File: src/rtl/cmul_rr_arbiter_if.sv
// Request/response bundle for the shared sc16 complex multiplier.
// Port i owns bits [32*i+31:32*i] of each data bus and bit i of each control vector.
interface cmul_rr_arbiter_if #(
    parameter int NUM_PORTS = 4
);
    logic [32*NUM_PORTS-1:0] s_a_tdata;
    logic [32*NUM_PORTS-1:0] s_b_tdata;
    logic [NUM_PORTS-1:0]    s_conj;
    logic [NUM_PORTS-1:0]    s_tvalid;
    logic [NUM_PORTS-1:0]    s_tready;
    logic [32*NUM_PORTS-1:0] m_tdata;
    logic [NUM_PORTS-1:0]    m_tvalid;
    logic [NUM_PORTS-1:0]    m_tready;

    modport master (
        output s_a_tdata, s_b_tdata, s_conj, s_tvalid, m_tready,
        input  s_tready, m_tdata, m_tvalid
    );

    modport slave (
        input  s_a_tdata, s_b_tdata, s_conj, s_tvalid, m_tready,
        output s_tready, m_tdata, m_tvalid
    );
endinterface

File: src/rtl/cmul_rr_arbiter.sv
// Round-robin shared 3-stage Q0.15 complex multiplier (a*b or a*conj(b)),
// one request in flight per port, result held per port until consumed.
module cmul_rr_arbiter #(
    parameter int NUM_PORTS = 4
) (
    input  logic             clk,
    input  logic             rst_n,
    cmul_rr_arbiter_if.slave bus
);
    localparam int PW = (NUM_PORTS > 1) ? $clog2(NUM_PORTS) : 1;
    typedef logic [PW-1:0] tag_t;

    logic [1:0]              rst_sync_q, rst_sync_d;
    logic                    run;
    logic [NUM_PORTS-1:0]    busy_q, busy_d, eligible, grant;
    tag_t                    rr_ptr_q, rr_ptr_d, grant_idx;
    logic                    grant_any;
    int                      idx;

    logic [31:0]             a_sel, b_sel;
    logic                    conj_sel;
    logic signed [15:0]      ar, ai, br, bi;
    logic signed [16:0]      bi_eff;

    logic                    s1_vld_q, s1_vld_d, s2_vld_q, s2_vld_d;
    tag_t                    s1_tag_q, s1_tag_d, s2_tag_q, s2_tag_d;
    logic signed [32:0]      s1_rr_q, s1_ii_q, s1_ri_q, s1_ir_q;
    logic signed [32:0]      s1_rr_d, s1_ii_d, s1_ri_d, s1_ir_d;
    logic signed [32:0]      s2_re_q, s2_im_q, s2_re_d, s2_im_d;

    logic [NUM_PORTS-1:0]    m_tvalid_q, m_tvalid_d;
    logic [32*NUM_PORTS-1:0] m_tdata_q, m_tdata_d;

    // Round half-ULP away from zero, then clip to the s16 range.
    function automatic logic [15:0] round_sat(input logic signed [32:0] s);
        logic signed [33:0] t;
        t = 34'(s) + (s[32] ? 34'sd16383 : 34'sd16384);
        t = t >>> 15;
        if (t > 34'sd32767)       return 16'h7FFF;
        else if (t < -34'sd32768) return 16'h8000;
        else                      return t[15:0];
    endfunction

    assign run = rst_sync_q[1];

    always_comb begin
        // NOTE: every combinational output gets a default first so no path infers a latch.
        grant     = '0;
        grant_idx = '0;
        grant_any = 1'b0;
        idx       = 0;
        eligible  = bus.s_tvalid & ~busy_q;
        if (run) begin
            for (int k = 0; k < NUM_PORTS; k++) begin
                idx = int'(rr_ptr_q) + k;
                if (idx >= NUM_PORTS) idx = idx - NUM_PORTS;
                if (!grant_any && eligible[idx]) begin
                    grant_any      = 1'b1;
                    grant[idx]     = 1'b1;
                    grant_idx      = tag_t'(idx);
                end
            end
        end
        rr_ptr_d = rr_ptr_q;
        if (grant_any) rr_ptr_d = (grant_idx == tag_t'(NUM_PORTS - 1)) ? '0 : grant_idx + 1'b1;
        busy_d     = (busy_q | grant) & ~(m_tvalid_q & bus.m_tready);
        rst_sync_d = {rst_sync_q[0], 1'b1};
    end

    always_comb begin
        a_sel    = bus.s_a_tdata[32*grant_idx +: 32];
        b_sel    = bus.s_b_tdata[32*grant_idx +: 32];
        conj_sel = bus.s_conj[grant_idx];
        ar       = signed'(a_sel[31:16]);
        ai       = signed'(a_sel[15:0]);
        br       = signed'(b_sel[31:16]);
        bi       = signed'(b_sel[15:0]);
        // 17 bits so that negating -32768 yields +32768 exactly.
        bi_eff   = conj_sel ? -17'(bi) : 17'(bi);
        s1_vld_d = grant_any;
        s1_tag_d = grant_idx;
        s1_rr_d  = 33'(ar) * 33'(br);
        s1_ii_d  = 33'(ai) * 33'(bi_eff);
        s1_ri_d  = 33'(ar) * 33'(bi_eff);
        s1_ir_d  = 33'(ai) * 33'(br);
        s2_vld_d = s1_vld_q;
        s2_tag_d = s1_tag_q;
        s2_re_d  = s1_rr_q - s1_ii_q;
        s2_im_d  = s1_ri_q + s1_ir_q;
    end

    always_comb begin
        m_tvalid_d = m_tvalid_q & ~bus.m_tready;
        m_tdata_d  = m_tdata_q;
        if (s2_vld_q) begin
            m_tvalid_d[s2_tag_q]           = 1'b1;
            m_tdata_d[32*s2_tag_q +: 32]   = {round_sat(s2_re_q), round_sat(s2_im_q)};
        end
    end

    always_ff @(posedge clk or negedge rst_n) begin
        // NOTE: sequential state uses non-blocking assignments so all flops update together.
        if (!rst_n) begin
            rst_sync_q <= '0;
            busy_q     <= '0;
            rr_ptr_q   <= '0;
            s1_vld_q   <= 1'b0;
            s2_vld_q   <= 1'b0;
            s1_tag_q   <= '0;
            s2_tag_q   <= '0;
            m_tvalid_q <= '0;
            m_tdata_q  <= '0;
        end else begin
            rst_sync_q <= rst_sync_d;
            busy_q     <= busy_d;
            rr_ptr_q   <= rr_ptr_d;
            s1_vld_q   <= s1_vld_d;
            s2_vld_q   <= s2_vld_d;
            s1_tag_q   <= s1_tag_d;
            s2_tag_q   <= s2_tag_d;
            m_tvalid_q <= m_tvalid_d;
            m_tdata_q  <= m_tdata_d;
        end
    end

    // NOTE: pipeline data needs no reset; it is only observed alongside its reset valid bit.
    always_ff @(posedge clk) begin
        s1_rr_q <= s1_rr_d;
        s1_ii_q <= s1_ii_d;
        s1_ri_q <= s1_ri_d;
        s1_ir_q <= s1_ir_d;
        s2_re_q <= s2_re_d;
        s2_im_q <= s2_im_d;
    end

    assign bus.s_tready = grant;
    assign bus.m_tvalid = m_tvalid_q;
    assign bus.m_tdata  = m_tdata_q;
endmodule

File: src/flat_wrapper.sv
// flat-port wrapper written by rule: the top's interface ports become plain ports
module cmul_rr_arbiter_flat 
#(
    parameter int NUM_PORTS = 4
)
  (clk, rst_n, bus_s_a_tdata, bus_s_b_tdata, bus_s_conj, bus_s_tvalid, bus_m_tready, bus_s_tready, bus_m_tdata, bus_m_tvalid);
  cmul_rr_arbiter_if #(.NUM_PORTS(NUM_PORTS)) bus_i ();
  input  logic clk;
  input  logic rst_n;
  input wire logic [$bits(bus_i.s_a_tdata)-1:0] bus_s_a_tdata;
  input wire logic [$bits(bus_i.s_b_tdata)-1:0] bus_s_b_tdata;
  input wire logic [$bits(bus_i.s_conj)-1:0] bus_s_conj;
  input wire logic [$bits(bus_i.s_tvalid)-1:0] bus_s_tvalid;
  input wire logic [$bits(bus_i.m_tready)-1:0] bus_m_tready;
  output wire logic [$bits(bus_i.s_tready)-1:0] bus_s_tready;
  output wire logic [$bits(bus_i.m_tdata)-1:0] bus_m_tdata;
  output wire logic [$bits(bus_i.m_tvalid)-1:0] bus_m_tvalid;
  assign bus_i.s_a_tdata = bus_s_a_tdata;
  assign bus_i.s_b_tdata = bus_s_b_tdata;
  assign bus_i.s_conj = bus_s_conj;
  assign bus_i.s_tvalid = bus_s_tvalid;
  assign bus_i.m_tready = bus_m_tready;
  assign bus_s_tready = bus_i.s_tready;
  assign bus_m_tdata = bus_i.m_tdata;
  assign bus_m_tvalid = bus_i.m_tvalid;
  cmul_rr_arbiter #(.NUM_PORTS(NUM_PORTS)) u_core (.clk(clk), .rst_n(rst_n), .bus(bus_i));
endmodule
File: config.mk
export PLATFORM = sky130hd
export DESIGN_NAME = cmul_rr_arbiter_flat
export DESIGN_NICKNAME = d
export VERILOG_FILES = /design/src/rtl/cmul_rr_arbiter_if.sv /design/src/rtl/cmul_rr_arbiter.sv /design/src/flat_wrapper.sv
export SDC_FILE = /design/constraint.sdc
export NUM_CORES = 2
export LEC_CHECK = 0
export CORE_ASPECT_RATIO = 0.6
export CORE_MARGIN = 2
export CORE_UTILIZATION = 60
export CTS_CLUSTER_DIAMETER = 150
export DETAILED_ROUTE_END_ITERATION = 6
export PLACE_DENSITY = 0.85
export SLEW_MARGIN = 40
export SYNTH_ARGS = -nofsm -noshare
export SYNTH_HDL_FRONTEND = slang
export SYNTH_SLANG_ARGS = --single-unit
File: constraint.sdc
create_clock -name clk -period 14.1 [get_ports clk]
set_input_delay 4.23 -clock clk [delete_from_list [all_inputs] [get_ports clk]]
set_output_delay 4.23 -clock clk [all_outputs]
set_load 0.02 [all_outputs]
==> metrics.csv <==
stage;metric;value;unit
layout;synthesis-to-layout area growth;14.4;%
timing;f_max;73.0;MHz
setup_path;Critical-path top delay cell;mux4_2;
yosys;Post-synth EDFFs;0;
drt;detailed-route via count;46600;
yosys;sequential share of the synthesized area;0.135;
setup_path;CP peak stage delay;0.56;ns
timing;Final Hold Vio Count;0;
clock_network;post-CTS sizing;0;
floorplan;Die H;241;um
flow_run;Max-Cap Viols;0;
placement;Port Buf Inserts;405;
worst_hold_path;Hold Path Class;register to register;
setup_path;Crit Path Max Fanout;82;
yosys;synthesis-stage register bit count;342;
floorplan;io pins;406;
outcome;failing checks;DRC;
setup_path;RR Endpoint;u_core.s1_rr_q[30]$_DFF_P_;
yosys;Synth Area in Simple Gates;0.132;
yosys;Mapped Nets;8033;
floorplan;Core ar.;0.0922;mm2
floorplan;Die X;399;um
setup_path;Crit Path Category;input pin to register;
clock_network;CTS sink cnt;342;
setup_path;reg2reg setup slack;3.66;ns
drt;Detailed Routing Iterations Pass 1;7;
yosys;Avg Synthesized Cell Area;8.98;um2
drt;Total Wirelength;191000;um
worst_hold_path;Hold Path Sink;u_core.rst_sync_q[1]$_DFF_PN0_;
yosys;Synth async-reset ratio;0.427;
clock_network;Post-CTS Hold Buffers;0;
setup_path;reg2reg start;u_core.rr_ptr_q[0]$_DFFE_PN0P_;
placement;routability cong.;1.04;
floorplan;starting density of the core;0.608;
placement;Post-DP HPWL;159000;um
clock_network;TritonCTS Buffers;31;
setup_path;R2R depth;34;
timing;worst hold slack;0.353;ns
yosys;post-synthesis mux area share;0.0148;
layout;layout cells sized above 1;0.0635;
drt;drt wl/cell;24.0;um
timing;Worst Tran Pin Value;0.950;ns
setup_path;kind of start point of the critical path;input pin;
layout;commonest non-fill, non-tap cell in the layout;inv_1;
timing;RSZ-0062 raised after global routing;false;
floorplan;Die Area;0.0959;mm2
timing;setup violators final;0;
clock_network;Worst-Skew Late Latency;0.61;ns
timing;period utilization;0.972;
clock_network;setup repair bufs after CTS;0;
timing;Max-Slew Margin vs Limit;0.367;
yosys;largest family of logic cells by synthesized area;adder cells;
yosys;post-synthesis xor/xnor area fraction;0.0411;
yosys;count of cell types in the netlist;84;
setup_path;CP endpoint kind;register;
outcome;status;finished with violations;
drt;vias per cell;5.85;
layout;most frequent cells in the layout;inv_1 (1321), fa_1 (1078), nand2_1 (887);
global_routing;global-route wire length before repair;292000;um
yosys;Synth Cell Area;0.0560;mm2
clock_network;register clock-pin slew on the reported worst setup and hold paths;0.07;ns
global_routing;initial antenna violation count;12;
timing;final setup skew;0.0338;ns
clock_network;CTS Buffer Depth;3;
yosys;Synth Area in Compound Gates;0.0867;
floorplan;Site Rows;86;
clock_network;CTS tree;built;
worst_hold_path;Hold Crit Depth;0;
clock_network;CTS H-tree lvls;1;
yosys;Post-synth top flop;dfxtp_1;
drt;initial DRC count;5524;
timing;fin. max-slew vios;0;
worst_hold_path;worst hold start;u_core.rst_sync_q[0]$_DFF_PN0_;
setup_path;CP arrival;14.21;ns
setup_path;critical path buffer and inverter count;8;
yosys;Synth Area in Adders;0.484;
timing;minimum clock period;13.70;ns
setup_path;Critical Path RT;14.60;ns
global_routing;vias in the first global route;49000;
setup_path;most frequent CP cell;fa_1;
yosys;synthesis warning total;0;
placement;DP Area;0.0630;mm2
global_routing;Tot GR Track Use;0.409;
drt;Routed Antenna Nets;0;
clock_network;CTS Root Cell;clkbuf_16;
yosys;cell count after synthesis;6243;
global_routing;largest net degree at the start of global routing;125;
layout;Final Cell Area;0.0641;mm2
global_routing;total gr overflow;0;
drt;DRC errors left;25;
setup_path;WP depth;32;
layout;fin nets;8494;
setup_path;delay-heaviest family, CP;adder cells;
==> worst reg2reg max path, delay by kind of cell (launching register included) <==
| family | cells | cell delay [ns] |
|---|---|---|
| XOR/XNOR | 1 | 0.14 |
| adder cells (fa/ha/maj) | 8 | 3.78 |
| AO/OA/AOI/OAI | 10 | 2.66 |
| buffers and inverters | 10 | 2.40 |
| flip-flops | 1 | 0.32 |
| multiplexers | 1 | 0.35 |
| AND/OR/NAND/NOR | 4 | 0.70 |
==> metal layers <==
metal	global-route usage	routed length, um	vias up
met3	0.153	27400	507
met5	0.0144	340	-
li1	-	-	20000
met2	0.602	80200	2856
met4	0.153	8550	8
met1	0.552	74300	23200
==> sequential cells by signal (all words and copies together), names as in the netlist <==
| register | count |
|---|---|
| u_core.bus.m_tdata | 128 |
| u_core.s1_ii_q | 33 |
| u_core.s1_ri_q | 33 |
| u_core.s2_im_q | 33 |
| u_core.s2_re_q | 33 |
| u_core.s1_ir_q | 32 |
| u_core.s1_rr_q | 32 |
| u_core.bus.m_tvalid | 4 |
| u_core.busy_q | 4 |
| u_core.rr_ptr_q | 2 |
| u_core.rst_sync_q | 2 |
| u_core.s1_tag_q | 2 |
| u_core.s2_tag_q | 2 |
| u_core.s1_vld_q | 1 |
| u_core.s2_vld_q | 1 |
==> cell type report <==
class                      count  area, um2
multi-input combinational   4331      42700
antenna                        7       17.5
tap                         1232       1540
clock buffer                  42        857
fill                        7082      28100
sequential                   342       7580
inverter                    1325       4970
timing repair buffer         673       6250
clock inverter                15        156
==> cell usage after synthesis (all sizes together), types with 20 or more instances <==
| master | number | area, um2 |
|---|---|---|
| nor2b | 27 | 169 |
| fa | 1078 | 21600 |
| nor3 | 44 | 225 |
| ha | 442 | 5530 |
| xor2 | 68 | 626 |
| dfrtp | 146 | 3650 |
| a221o | 87 | 871 |
| nand4 | 20 | 125 |
| nand3 | 85 | 425 |
| xnor2 | 189 | 1680 |
| buf | 55 | 262 |
| nand2b | 45 | 282 |
| inv | 1324 | 4970 |
| a21oi | 142 | 714 |
| o21bai | 26 | 195 |
| clkbuf | 190 | 713 |
| o21a | 65 | 488 |
| nor2 | 624 | 2350 |
| o21ai | 153 | 769 |
| a21o | 89 | 668 |
| nand2 | 887 | 3330 |
| dfxtp | 196 | 3920 |
| mux4 | 26 | 586 |
==> per-stage QoR <==
stage	worst slack (ns)	std cells	TNS, ns	utilization
after floorplan	0.883	6243	0	-
after global placement	-0.376	7902	-2.03	0.683
after detailed placement	-0.234	7902	-0.941	0.683
after CTS	0.365	7959	0	0.694
after global routing	0.0483	7961	0	0.695
final	0.396	7967	0	0.695
==> worst max-delay path by stage <==
stage	to	startpoint	slack, ns
global placement	u_core.s1_ri_q[31]$_DFF_P_	bus_s_tvalid[0]	-0.38
CTS	u_core.s1_ri_q[31]$_DFF_P_	bus_s_tvalid[0]	0.37
finish	u_core.s1_rr_q[30]$_DFF_P_	bus_s_tvalid[0]	0.40
global route	u_core.s1_ri_q[31]$_DFF_P_	bus_s_tvalid[0]	0.05
floorplan	u_core.s1_ii_q[30]$_DFF_P_	bus_s_tvalid[3]	0.88
detailed placement	u_core.s1_ri_q[31]$_DFF_P_	bus_s_tvalid[0]	-0.23
==> logic make-up (layout without fill, tap and decap cells) <==
logic type / after synthesis / in the layout
simple gates: 1805 / 1805
buf+inv: 1570 / 2055
fa+ha+maj: 1520 / 1520
compound gates: 699 / 699
flops: 342 / 342
xor+xnor: 257 / 257
mux: 49 / 49
other cells: 1 / 8
Power is not shown: default switching activity piles up to over one toggle a cycle in this logic, so the estimate is an artifact.
